===== src/rtl/digit_demux_pkg.sv =====
// rtl/digit_demux_pkg.sv - shared defaults and index width for the digit demux bank
package digit_demux_pkg;
   localparam int N_CH_DEF     = 9;
   localparam int DW_DEF       = 4;
   localparam int SCAN_DIV_DEF = 1000;
   localparam int IDX_W        = 4;
endpackage


===== src/rtl/digit_demux_bank_if.sv =====
// rtl/digit_demux_bank_if.sv - write/scan signal bundle between a host and digit_demux_bank
import digit_demux_pkg::*;

interface digit_demux_bank_if #(
   parameter int N_CH = N_CH_DEF,
   parameter int DW   = DW_DEF
);
   logic               wr_en_i;
   logic [IDX_W-1:0]   sel_i;
   logic [DW-1:0]      data_i;
   logic               clr_i;
   logic [N_CH*DW-1:0] sal_o;
   logic               wr_ack_o;
   logic               wr_err_o;
   logic [N_CH-1:0]    chg_o;
   logic [IDX_W-1:0]   scan_idx_o;
   logic [DW-1:0]      scan_data_o;

   modport master (
      output wr_en_i, sel_i, data_i, clr_i,
      input  sal_o, wr_ack_o, wr_err_o, chg_o, scan_idx_o, scan_data_o
   );

   modport slave (
      input  wr_en_i, sel_i, data_i, clr_i,
      output sal_o, wr_ack_o, wr_err_o, chg_o, scan_idx_o, scan_data_o
   );
endinterface


===== src/rtl/digit_demux_bank_scan_prescaler.sv =====
// rtl/digit_demux_bank_scan_prescaler.sv - scan prescaler and wrapping channel index
import digit_demux_pkg::*;

module scan_prescaler #(
   parameter int N_CH     = N_CH_DEF,
   parameter int SCAN_DIV = SCAN_DIV_DEF
) (
   input  logic             clk_i,
   input  logic             rst_i,
   output logic             step_o,
   output logic [IDX_W-1:0] idx_o
);
   localparam int CW = (SCAN_DIV > 1) ? $clog2(SCAN_DIV) : 1;

   logic [CW-1:0] cnt;

   assign step_o = (cnt == CW'(SCAN_DIV - 1));

   always_ff @(posedge clk_i or posedge rst_i) begin
      if (rst_i) begin
         cnt   <= '0;
         idx_o <= '0;
      end else if (step_o) begin
         cnt   <= '0;
         idx_o <= (idx_o == IDX_W'(N_CH - 1)) ? '0 : idx_o + 1'b1;
      end else begin
         cnt <= cnt + 1'b1;
      end
   end
endmodule


===== src/rtl/digit_demux_bank.sv =====
// rtl/digit_demux_bank.sv - indexed channel register bank with change flags
// Scanner (scan_idx_o/scan_data_o, chg_o auto-clear) built only with DIGIT_DEMUX_SCAN_EN.
import digit_demux_pkg::*;

module digit_demux_bank #(
   parameter int N_CH     = N_CH_DEF,
   parameter int DW       = DW_DEF,
   parameter int SCAN_DIV = SCAN_DIV_DEF
) (
   input  logic              clk_i,
   input  logic              rst_i,
   digit_demux_bank_if.slave bus
);
   logic [DW-1:0]   ch [N_CH];
   logic [N_CH-1:0] chg;
   logic            wr_ack;
   logic            wr_err;
   logic            in_range;
   logic            accept;
   logic            reject;

   // Extra MSB keeps the compare correct when N_CH equals 16.
   assign in_range = ({1'b0, bus.sel_i} < (IDX_W + 1)'(N_CH));
   assign accept   = bus.wr_en_i && in_range && !bus.clr_i;
   assign reject   = bus.wr_en_i && !in_range && !bus.clr_i;

`ifdef DIGIT_DEMUX_SCAN_EN
   logic             step;
   logic [IDX_W-1:0] scan_idx;
   logic [DW-1:0]    cur_data;
   logic [DW-1:0]    scan_data;

   scan_prescaler #(
      .N_CH     (N_CH),
      .SCAN_DIV (SCAN_DIV)
   ) u_scan (
      .clk_i  (clk_i),
      .rst_i  (rst_i),
      .step_o (step),
      .idx_o  (scan_idx)
   );

   always_comb begin
      cur_data = '0;
      for (int k = 0; k < N_CH; k++) begin
         if (scan_idx == IDX_W'(k)) cur_data = ch[k];
      end
   end

   always_ff @(posedge clk_i or posedge rst_i) begin
      if (rst_i) scan_data <= '0;
      else       scan_data <= cur_data;
   end

   assign bus.scan_idx_o  = scan_idx;
   assign bus.scan_data_o = scan_data;
`else
   assign bus.scan_idx_o  = '0;
   assign bus.scan_data_o = '0;
`endif

   always_ff @(posedge clk_i or posedge rst_i) begin
      if (rst_i) begin
         for (int k = 0; k < N_CH; k++) ch[k] <= '0;
         chg    <= '0;
         wr_ack <= 1'b0;
         wr_err <= 1'b0;
      end else begin
         wr_ack <= accept;
         wr_err <= reject;
         if (bus.clr_i) begin
            for (int k = 0; k < N_CH; k++) ch[k] <= '0;
            chg <= '0;
         end else begin
`ifdef DIGIT_DEMUX_SCAN_EN
            // Clear the flag of the channel being left; a same-cycle write below wins.
            for (int k = 0; k < N_CH; k++) begin
               if (step && scan_idx == IDX_W'(k)) chg[k] <= 1'b0;
            end
`endif
            for (int k = 0; k < N_CH; k++) begin
               if (accept && bus.sel_i == IDX_W'(k)) begin
                  ch[k]  <= bus.data_i;
                  chg[k] <= 1'b1;
               end
            end
         end
      end
   end

   for (genvar g = 0; g < N_CH; g++) begin : g_sal
      assign bus.sal_o[g*DW +: DW] = ch[g];
   end

   assign bus.chg_o    = chg;
   assign bus.wr_ack_o = wr_ack;
   assign bus.wr_err_o = wr_err;
endmodule


===== src/flat_wrapper.sv =====
// flat-port wrapper written by rule: the top's interface ports become plain ports
module digit_demux_bank_flat 
#(
   parameter int N_CH     = N_CH_DEF,
   parameter int DW       = DW_DEF,
   parameter int SCAN_DIV = SCAN_DIV_DEF
)
  (clk_i, rst_i, bus_wr_en_i, bus_sel_i, bus_data_i, bus_clr_i, bus_sal_o, bus_wr_ack_o, bus_wr_err_o, bus_chg_o, bus_scan_idx_o, bus_scan_data_o);
  digit_demux_bank_if #(.N_CH(N_CH), .DW(DW)) bus_i ();
  input  logic clk_i;
  input  logic rst_i;
  input wire logic [$bits(bus_i.wr_en_i)-1:0] bus_wr_en_i;
  input wire logic [$bits(bus_i.sel_i)-1:0] bus_sel_i;
  input wire logic [$bits(bus_i.data_i)-1:0] bus_data_i;
  input wire logic [$bits(bus_i.clr_i)-1:0] bus_clr_i;
  output wire logic [$bits(bus_i.sal_o)-1:0] bus_sal_o;
  output wire logic [$bits(bus_i.wr_ack_o)-1:0] bus_wr_ack_o;
  output wire logic [$bits(bus_i.wr_err_o)-1:0] bus_wr_err_o;
  output wire logic [$bits(bus_i.chg_o)-1:0] bus_chg_o;
  output wire logic [$bits(bus_i.scan_idx_o)-1:0] bus_scan_idx_o;
  output wire logic [$bits(bus_i.scan_data_o)-1:0] bus_scan_data_o;
  assign bus_i.wr_en_i = bus_wr_en_i;
  assign bus_i.sel_i = bus_sel_i;
  assign bus_i.data_i = bus_data_i;
  assign bus_i.clr_i = bus_clr_i;
  assign bus_sal_o = bus_i.sal_o;
  assign bus_wr_ack_o = bus_i.wr_ack_o;
  assign bus_wr_err_o = bus_i.wr_err_o;
  assign bus_chg_o = bus_i.chg_o;
  assign bus_scan_idx_o = bus_i.scan_idx_o;
  assign bus_scan_data_o = bus_i.scan_data_o;
  digit_demux_bank #(.N_CH(N_CH), .DW(DW), .SCAN_DIV(SCAN_DIV)) u_core (.clk_i(clk_i), .rst_i(rst_i), .bus(bus_i));
endmodule

===== config.mk =====
export PLATFORM = sky130hd
export DESIGN_NAME = digit_demux_bank_flat
export DESIGN_NICKNAME = d
export VERILOG_FILES = /design/src/rtl/digit_demux_pkg.sv /design/src/rtl/digit_demux_bank_if.sv /design/src/rtl/digit_demux_bank_scan_prescaler.sv /design/src/rtl/digit_demux_bank.sv /design/src/flat_wrapper.sv
export SDC_FILE = /design/constraint.sdc
export NUM_CORES = 1
export LEC_CHECK = 0
export ABC_AREA = 1
export BUFFER_PORTS_ARGS = -buffer_cell sky130_fd_sc_hd__buf_2
export CORE_MARGIN = 2
export CORE_UTILIZATION = 45
export CTS_CLUSTER_DIAMETER = 120
export DETAILED_ROUTE_END_ITERATION = 10
export GPL_TIMING_DRIVEN = 0
export PLACE_DENSITY = 0.72
export SYNTH_ARGS = -nofsm -noshare
export SYNTH_HDL_FRONTEND = slang
export SYNTH_SLANG_ARGS = --single-unit

===== constraint.sdc =====
create_clock -name clk_i -period 1.41 [get_ports clk_i]
set_input_delay 0.2115 -clock clk_i [delete_from_list [all_inputs] [get_ports clk_i]]
set_output_delay 0.2115 -clock clk_i [all_outputs]
set_load 0.02 [all_outputs]

==> results.py <==
metrics = {
    "outcome": {
        "outcome": "finished clean",
    },
    "power_and_ir_drop": {
        "power_frac_comb": 0.121,
        "total_power_mw": 2.91,
        "p_switching_uw": 712,
        "seq_power_share": 0.482,
        "power_leakage_nw": 1.61,
        "internal_power_mw": 2.19,
        "ir_drop_v": 0.000580,
        "p_clk_frac": 0.396,
        "power.density_nw_per_um2": 1080,
        "switching_share": 0.245,
    },
    "routing": {
        "routed_wl_mm": 4.95,
        "vias": 1776,
        "drt-initial-drc-count": 110,
        "first_pass_iters": 4,
        "drc": 0,
        "drt-wirelength-per-cell_um": 13.6,
        "drt-vias-per-instance": 4.88,
        "ant_nets": 0,
    },
    "setup_path": {
        "cp_data_arrival_time_ns": 0.87,
        "crit_buf_inv": 1,
        "critPathTopFamily": "flip-flops",
        "cp_cell_sequence": "buf_2",
        "start_kind": "flip-flop",
        "cpMaxStageDelayCell": "dfrtp_1",
        "cp_num_cells": 1,
        "crit_fanout": 2,
        "worst_ep_required_time_ns": 1.20,
        "cpPeakStageDelay_ns": 0.41,
        "end_kind": "output pin",
        "cp-startpoint": "u_core.bus.sal_o[9]",
        "reg2reg_depth": 2,
        "reg2reg_slack_ns": 0.75,
        "endpoint": "bus_sal_o[9]",
        "r2r_start": "u_core.bus.sal_o[9]",
        "worst-setup-path-type": "reg2out",
        "worst_r2r_endpoint": "u_core.bus.sal_o[9]",
    },
    "cts": {
        "htree_levels": 2,
        "clkLatencyLatePin_ns": 0.29,
        "clock-root-buffer": "clkbuf_8",
        "cts_buffers": 5,
        "clkSinkCount": 47,
        "clkSlewWorstSetupHoldPaths_ns": 0.09,
        "clockBufferDepth": 2,
        "cts_tree": "done",
        "post_cts_resized": 0,
    },
    "finish": {
        "syn_to_final_growth_pct": 25.5,
        "nets": 321,
        "drive_gt1_frac": 0.339,
        "layout_commonest_cell": "nand2_1",
        "stdcell_count": 364,
        "final_cell_mix": "nand2_1 (77), nand3_1 (59), buf_2 (57), dfrtp_1 (47)",
        "num_antenna_cells": 0,
    },
    "timing": {
        "period_share": 0.770,
        "tns_ns": 0,
        "finalCriticalPeriod_ns": 1.09,
        "slew_headroom": 0.617,
        "rsz0062_at_grt": "false",
        "setup_viol": 0,
        "finClkSkew_ns": 0,
        "finalWorstSetupSlack_ns": 0.324,
        "max_freq_ghz": 0.921,
        "worstMarginPinSlew_ns": 0.575,
        "slew_violations": 0,
        "hold_viol_final": 0,
    },
    "yosys": {
        "synth_cell_types": 21,
        "syn_area_um2": 2140,
        "seq_area_frac_synth": 0.550,
        "avgSynthCellArea_um2": 9.07,
        "synth_cells": 236,
        "ys_ff_latch": 47,
        "ys_warn_count": 0,
    },
    "floorplan": {
        "fp.dieW_um": 73.0,
        "start_util": 0.459,
        "rows": 25,
        "io_pins": 67,
        "core_area_um2": 4660,
        "die_h_um": 73.0,
        "die_area_um2": 5320,
    },
    "placed_design": {
        "dp_cells": 355,
        "gp_congestion": 0.855,
        "portBuffers": 57,
        "hpwlAfterDp_mm": 3.62,
        "dpl_worst_slack_ns": 0.0962,
    },
    "job": {
        "maxCapViolations": 0,
    },
    "grt": {
        "grt_overflow": 0,
        "antenna_found_initial": 0,
        "grt_pass1_vias": 1665,
        "grt_util_all_layers": 0.200,
        "grt_max_degree": 28,
        "grt_pass1_wl_mm": 7.98,
    },
    "hold_path": {
        "hold_path_startpoint": "bus_wr_en_i",
        "min_path_type": "in2reg",
    },
}
## sequential cells by signal, summed over array words and instances (netlist names)
register / flops
u_core.bus.sal_o: 36
u_core.bus.wr_err_o: 1
u_core.bus.wr_ack_o: 1
u_core.bus.chg_o: 9
## what timing repair did
item / 4_1_cts / 5_1_grt
endpoints found under the hold margin: 20 / 0
setup buffers: 0 / 0
hold buffers: 1 / 0
## metal layers
layer / vias up / wire length [um] / global-route usage
li1: 894 / - / -
met1: 826 / 2260 / 0.273
met2: 54 / 2430 / 0.318
met3: 2 / 252 / 0.0497
met4: 0 / 17 / 0.0556
met5: - / 0 / 0
## cell type report
| class | count | area, um^2 |
|---|---|---|
| plain buffers | 15 | 109 |
| clock buffers | 5 | 68.8 |
| clock inverters | 3 | 67.6 |
| fillers | 451 | 1980 |
| inverters | 12 | 50.0 |
| multi-input cells | 169 | 831 |
| flip-flops and latches | 47 | 1180 |
| well taps | 54 | 67.6 |
| repair buffers | 59 | 315 |
## metrics by stage
step / area (um^2) / hold WS, ns / util
floorplan: 2170 / 0.387 / -
global placement: 2520 / 0.454 / 0.540
detailed placement: 2540 / 0.255 / 0.545
CTS: 2690 / 0.210 / 0.576
global route: 2690 / 0.216 / 0.576
finish: 2690 / 0.221 / 0.576
## power groups by stage
stage / Clock (mW) / Combinational [mW] / Sequential [mW]
after floorplan: 0 / 0.192 / 1.48
after global placement: 0 / 0.340 / 1.43
after detailed placement: 0 / 0.354 / 1.43
after CTS: 1.18 / 0.358 / 1.40
after global routing: 1.24 / 0.389 / 1.41
final: 1.15 / 0.353 / 1.40
## synth_stat cells (all sizes together)
library cell | number | share of area
nand3 | 63 | 0.16
nor3 | 1 | 0.0023
inv | 12 | 0.023
nor2 | 12 | 0.041
conb | 1 | 0.0018
clkbuf | 1 | 0.0018
nand2 | 82 | 0.15
nand4 | 1 | 0.0099
a21oi | 2 | 0.0099
buf | 14 | 0.049
dfrtp | 47 | 0.55
## cells by family after synthesis
logic type / Yosys count / share of synthesized area
simple gates: 159 / 0.364
flops: 47 / 0.550
buf+inv: 27 / 0.0743
compound gates: 2 / 0.00994
other cells: 1 / 0.00175
## worst min-delay path by stage
stage / depth (start not counted) / slack, ns / end
final: 3 / 0.22 / u_core.bus.wr_err_o
after global routing: 3 / 0.22 / u_core.bus.wr_err_o
after CTS: 3 / 0.21 / u_core.bus.wr_err_o
after detailed placement: 2 / 0.26 / u_core.bus.chg_o[5]
after global placement: 2 / 0.45 / u_core.bus.sal_o[32]
after floorplan: 2 / 0.39 / u_core.bus.wr_err_o
(Power assumes the default switching activity.)
